File: src/rtl/onehot_enc_pkg.sv
// Shared constants and the reference encode function for the one-hot code encoder.
package onehot_enc_pkg;

  localparam int ERRCNT_W   = 16;
  localparam int MAX_VEC_W  = 254;
  localparam int RAW_CODE_W = 8;

  // Returns {err, code}; callers zero-pad vec above their own width.
  function automatic logic [RAW_CODE_W:0] onehot_to_code(
    input logic [MAX_VEC_W-1:0] vec,
    input logic                 prio
  );
    logic [RAW_CODE_W-1:0] code;
    logic                  found;
    logic                  multi;
    code  = '0;
    found = 1'b0;
    multi = 1'b0;
    for (int i = 0; i < MAX_VEC_W; i++) begin
      if (vec[i]) begin
        if (!found) begin
          code  = RAW_CODE_W'(i + 1);
          found = 1'b1;
        end else begin
          multi = 1'b1;
        end
      end
    end
    if (!found || (multi && !prio)) begin
      return {1'b1, {RAW_CODE_W{1'b0}}};
    end
    return {1'b0, code};
  endfunction

endpackage

File: src/rtl/onehot_enc_core.sv
// Combinational encode: WIDTH-bit select vector to code, with INVALID_CODE substitution.
module onehot_enc_core
  import onehot_enc_pkg::*;
#(
  parameter int                 WIDTH         = 10,
  parameter int                 CODE_W        = 8,
  parameter logic [CODE_W-1:0]  INVALID_CODE  = CODE_W'(8'h0F),
  parameter int                 PRIORITY_MODE = 0
) (
  input  logic [WIDTH-1:0]  vec,
  output logic [CODE_W-1:0] code,
  output logic              err
);

  logic [MAX_VEC_W-1:0]  padded;
  logic [RAW_CODE_W:0]   res;

  always_comb begin
    padded = '0;
    padded[WIDTH-1:0] = vec;
    res  = onehot_to_code(padded, (PRIORITY_MODE != 0));
    err  = res[RAW_CODE_W];
    code = err ? INVALID_CODE : CODE_W'(res[RAW_CODE_W-1:0]);
  end

endmodule

File: src/rtl/onehot_code_enc.sv
// Registered one-hot to code encoder with valid/ready handshake.
// Optional saturating error counter enabled by ONEHOT_ENC_ERRCNT_EN.
module onehot_code_enc
  import onehot_enc_pkg::*;
#(
  parameter int                 WIDTH         = 10,
  parameter int                 CODE_W        = 8,
  parameter logic [CODE_W-1:0]  INVALID_CODE  = CODE_W'(8'h0F),
  parameter int                 PRIORITY_MODE = 0
) (
  input  logic                clk,
  input  logic                rst_n,
  input  logic [WIDTH-1:0]    in_vec,
  input  logic                in_valid,
  output logic                in_ready,
  output logic [CODE_W-1:0]   out_code,
  output logic                out_err,
  output logic                out_valid,
  input  logic                out_ready
`ifdef ONEHOT_ENC_ERRCNT_EN
  ,
  output logic [ERRCNT_W-1:0] err_cnt,
  input  logic                err_clr
`endif
);

  logic [CODE_W-1:0] enc_code;
  logic              enc_err;
  logic              accept;
  logic              complete;

  onehot_enc_core #(
    .WIDTH         (WIDTH),
    .CODE_W        (CODE_W),
    .INVALID_CODE  (INVALID_CODE),
    .PRIORITY_MODE (PRIORITY_MODE)
  ) u_core (
    .vec  (in_vec),
    .code (enc_code),
    .err  (enc_err)
  );

  assign in_ready = !out_valid || out_ready;
  assign accept   = in_valid && in_ready;
  assign complete = out_valid && out_ready;

  // Accept takes precedence so a simultaneous complete+accept keeps out_valid high.
  always_ff @(posedge clk or negedge rst_n) begin
    if (!rst_n) begin
      out_valid <= 1'b0;
      out_code  <= INVALID_CODE;
      out_err   <= 1'b0;
    end else if (accept) begin
      out_valid <= 1'b1;
      out_code  <= enc_code;
      out_err   <= enc_err;
    end else if (complete) begin
      out_valid <= 1'b0;
    end
  end

`ifdef ONEHOT_ENC_ERRCNT_EN
  // Clear beats a same-cycle invalid accept.
  always_ff @(posedge clk or negedge rst_n) begin
    if (!rst_n) begin
      err_cnt <= '0;
    end else if (err_clr) begin
      err_cnt <= '0;
    end else if (accept && enc_err && (err_cnt != {ERRCNT_W{1'b1}})) begin
      err_cnt <= err_cnt + ERRCNT_W'(1);
    end
  end
`endif

endmodule

File: config.mk
export PLATFORM = sky130hd
export DESIGN_NAME = onehot_code_enc
export DESIGN_NICKNAME = d
export VERILOG_FILES = /design/src/rtl/onehot_enc_pkg.sv /design/src/rtl/onehot_enc_core.sv /design/src/rtl/onehot_code_enc.sv
export SDC_FILE = /design/constraint.sdc
export NUM_CORES = 1
export LEC_CHECK = 0
export ABC_AREA = 0
export CORE_UTILIZATION = 35
export CTS_CLUSTER_SIZE = 14
export DETAILED_ROUTE_END_ITERATION = 10
export GPL_TIMING_DRIVEN = 0
export PLACE_DENSITY = 0.72
export SLEW_MARGIN = 15
export SYNTH_ARGS = -nofsm -noshare
export SYNTH_HDL_FRONTEND = slang
export SYNTH_SLANG_ARGS = --single-unit
export TNS_END_PERCENT = 1
File: constraint.sdc
create_clock -name clk -period 2.6 [get_ports clk]
set_clock_uncertainty 0.1 [all_clocks]
set_input_delay 0.65 -clock clk [delete_from_list [all_inputs] [get_ports clk]]
set_output_delay 0.65 -clock clk [all_outputs]
set_load 0.05 [all_outputs]
==> metrics.md <==
| Metric | Value |
|---|---|
| Comb power frac | `34.4%` |
| Final worst slack | `between 0.06 and 0.07 ns` |
| Vias in the first global route | `a little under 500` |
| Wirelength per Cell | `roughly 13 um` |
| Share of total power in the clock network | `31.0%` |
| NetSw | `0.0000987 W` |
| Initial antenna violation count | `0` |
| PortBufs | `20` |
| Syn_area_per_cell | `between 7 and 8 um2` |
| CP Launch Type | `primary input` |
| Unrepaired setup endpoints after global routing | `no` |
| Relative slew slack | `66.5%` |
| Synthesis-to-finish area growth | `52.4%` |
| Final min period | `2.53 ns` |
| Hold Slack | `0.403 ns` |
| Worst-Margin Slew | `~0.50 ns` |
| # setup viols final | `0` |
| CP Capture Type | `output port` |
| DP Wirelength | `1020 um` |
| Place WS | `-0.222 ns` |
| Core Rows | `12` |
| Fin nets | `103` |
| Clock sink count | `6` |
| Register area share after synthesis | `32.5%` |
| Tcrit/Tclk final | `97.5%` |
| Max-Cap Viols | `0` |
| Largest net degree at the start of global routing | `9` |
| Die area | `1520 um2` |
| HP Class | `register to register` |
| Power per cell area | `~400 nW/um2` |
| Max-slew violation count | `0` |
| Starting DRT DRC Count | `12` |
| Vias per std cell | `5.46` |
| Via count | `about 550` |
| Max rail drop VDD | `a little under 0.2 mV` |
| Yosys reg bits | `6` |
| Post-synth design cell area | `approximately 480 um2` |
| CTS tree | `built` |
| Worst hold stages | `2` |
| Worst-Skew Late Latency | `~0.25 ns` |
| Diode count | `0` |
| Status | `finished clean` |
| Data required time of the worst path | `1.85 ns` |
| Worst-path clk slew | `0.05 ns` |
| First-pass iteration count of the detailed router | `4` |
| Sw Share | `34.2%` |
| Overall track demand over capacity in global routing | `20.9%` |
| IO Pins | `25` |
| Synth cell types | `27` |
| CP peak stage delay | `0.54 ns` |
| CP Max Fanout | `4` |
| Fmax | `0.395 GHz` |
| Slowest CP cell | `dlygate4sd2_1` |
| Pint | `between 0.00015 and 0.0002 W` |
| Leakage | `0.289 nW` |
| Final Hold Fails | `0` |
| Seq pwr share | `between 30% and 40%` |
| Width of the die | `~39 um` |
| Clock root cell | `clkbuf_4` |
| WL final | `around 1300 um` |
| Starting density of the core | `40.3%` |
| TritonCTS Buffers | `3` |
| Post-route ant nets | `0` |
| Share of cells above drive strength 1 | `17.2%` |
| CP Cell Sequence | `clkdlybuf4s50_1, nand2b_1, dlygate4sd2_1` |
| Critical path arrival | `1.78 ns` |
| GRT Residual Overflow | `0` |
| Die Y | `39.0 um` |
| Htree depth | `1` |
| Crit Path Category | `primary input to output port` |
| Yosys Warn Count | `0` |
| R2R depth | `4` |
| Drt drc | `0` |
| GPL Wtd Cong | `0.861` |
| Cells after synthesis | `61` |
| First-pass GRT wire length | `2080 um` |
| Deepest clock path buffer count | `2` |
| Core ar. | `1190 um2` |
[cell type report]
| class | count | area [um2] |
|---|---|---|
| Tap cell | 14 | 17.5 |
| Timing Repair Buffer | 20 | 199 |
| Sequential cell | 6 | 155 |
| Buffer | 4 | 30.0 |
| Multi-Input combinational cell | 51 | 293 |
| Clock buffer | 3 | 22.5 |
| Fill cell | 108 | 458 |
| Inverter | 3 | 11.3 |
[worst max-delay path, delay by kind of cell]
family | cells | cell delay, ns
buffers and inverters | 2 | 0.98
and+or+nand+nor | 1 | 0.15
[routing by layer]
layer  global-route usage [%]  share of wire, %  vias up
met4                     10.3               1.6        0
met5                        0                 0        -
met3                     6.94               7.0        2
met2                     35.0                47       30
met1                     23.3                44      243
li1                         -                 -      276
[path summary, 6_finish.rpt]
path / from / to / slack (ns)
worst max register to register: out_valid / out_code[0] / 1.33
max in group asynchronous: rst_n / out_code[0] / 1.57
min in group asynchronous: rst_n / out_valid / 0.54
worst min-delay path: out_code[2] / out_code[2] / 0.40
worst min register to register: out_code[2] / out_code[2] / 0.40
worst max-delay path: out_ready / in_ready / 0.07
[cells in the mapped netlist, drive strengths merged]
| cell | n | area [um2] |
|---|---|---|
| nor2 | 8 | 30.0 |
| a21oi | 6 | 33.8 |
| o21ai | 6 | 30.0 |
| nand2 | 5 | 18.8 |
| buf | 4 | 30.0 |
| dfstp | 4 | 105 |
| inv | 3 | 11.3 |
| nor4 | 3 | 18.8 |
| a41oi | 2 | 17.5 |
| dfrtp | 2 | 50.1 |
| nand2b | 2 | 12.5 |
| or3 | 2 | 12.5 |
| or4 | 2 | 18.8 |
| a211oi | 1 | 12.5 |
| a22oi | 1 | 7.51 |
| a31o | 1 | 8.76 |
| a31oi | 1 | 6.26 |
| and2 | 1 | 6.26 |
| conb | 1 | 3.75 |
| nand3 | 1 | 5.00 |
| nor3 | 1 | 5.00 |
| o211a | 1 | 10.0 |
| o211ai | 1 | 7.51 |
| o21bai | 1 | 7.51 |
| o22a | 1 | 8.76 |
[metrics by stage]
step	utilization, %	power [W]	cell area [um2]	instances	setup TNS [ns]
6_report	61.4	0.000289	728	101	0
2_1_floorplan	-	0.000157	489	64	0
4_1_cts	61.4	0.000293	728	101	0
3_5_place_dp	59.6	0.000201	707	98	-0.432
3_3_place_gp	59.6	0.000200	707	98	-0.423
5_1_grt	61.4	0.000305	728	101	0
[sequential cells by signal, summed over array words and instances, names as in the netlist]
register	count
out_code	4
out_err	1
out_valid	1
[power by group through the flow]
stage	Sequential (W)	Combinational [W]	Clock [W]
6_report	0.000100	0.0000994	0.0000894
3_3_place_gp	0.000101	0.0000988	0
3_5_place_dp	0.000101	0.0000998	0
2_1_floorplan	0.000113	0.0000443	0
5_1_grt	0.000100	0.000107	0.0000980
4_1_cts	0.000100	0.0000991	0.0000938
[cell usage in the layout, fill, tap and decap left out, types with 2 or more instances in the layout]
cell	Yosys	final
nor2_1	8	8
inv_1	3	3
or3_1	2	2
buf_4	4	4
dfrtp_1	2	2
o21ai_0	6	6
a41oi_1	2	2
conb_1	1	4
dfstp_2	4	4
a21oi_1	5	5
nor4_1	3	3
clkdlybuf4s50_1	0	19
nand2b_1	2	2
clkbuf_4	0	3
nand2_1	5	5
[logic make-up (layout without fill, tap and decap cells)]
group	Yosys count	after routing	synth area share, %
simple gates	25	25	26.7
other cells	1	4	0.785
flops	6	6	32.5
buf+inv	7	30	8.64
compound gates	22	22	31.4
[what timing repair did]
item	CTS	global route
hold endpoints to repair	0	0
hold buffers	0	0
buffers inserted	0	0
setup endpoints to repair	1	0
resized for setup	1	0
Power figures use the tool's default switching activity.
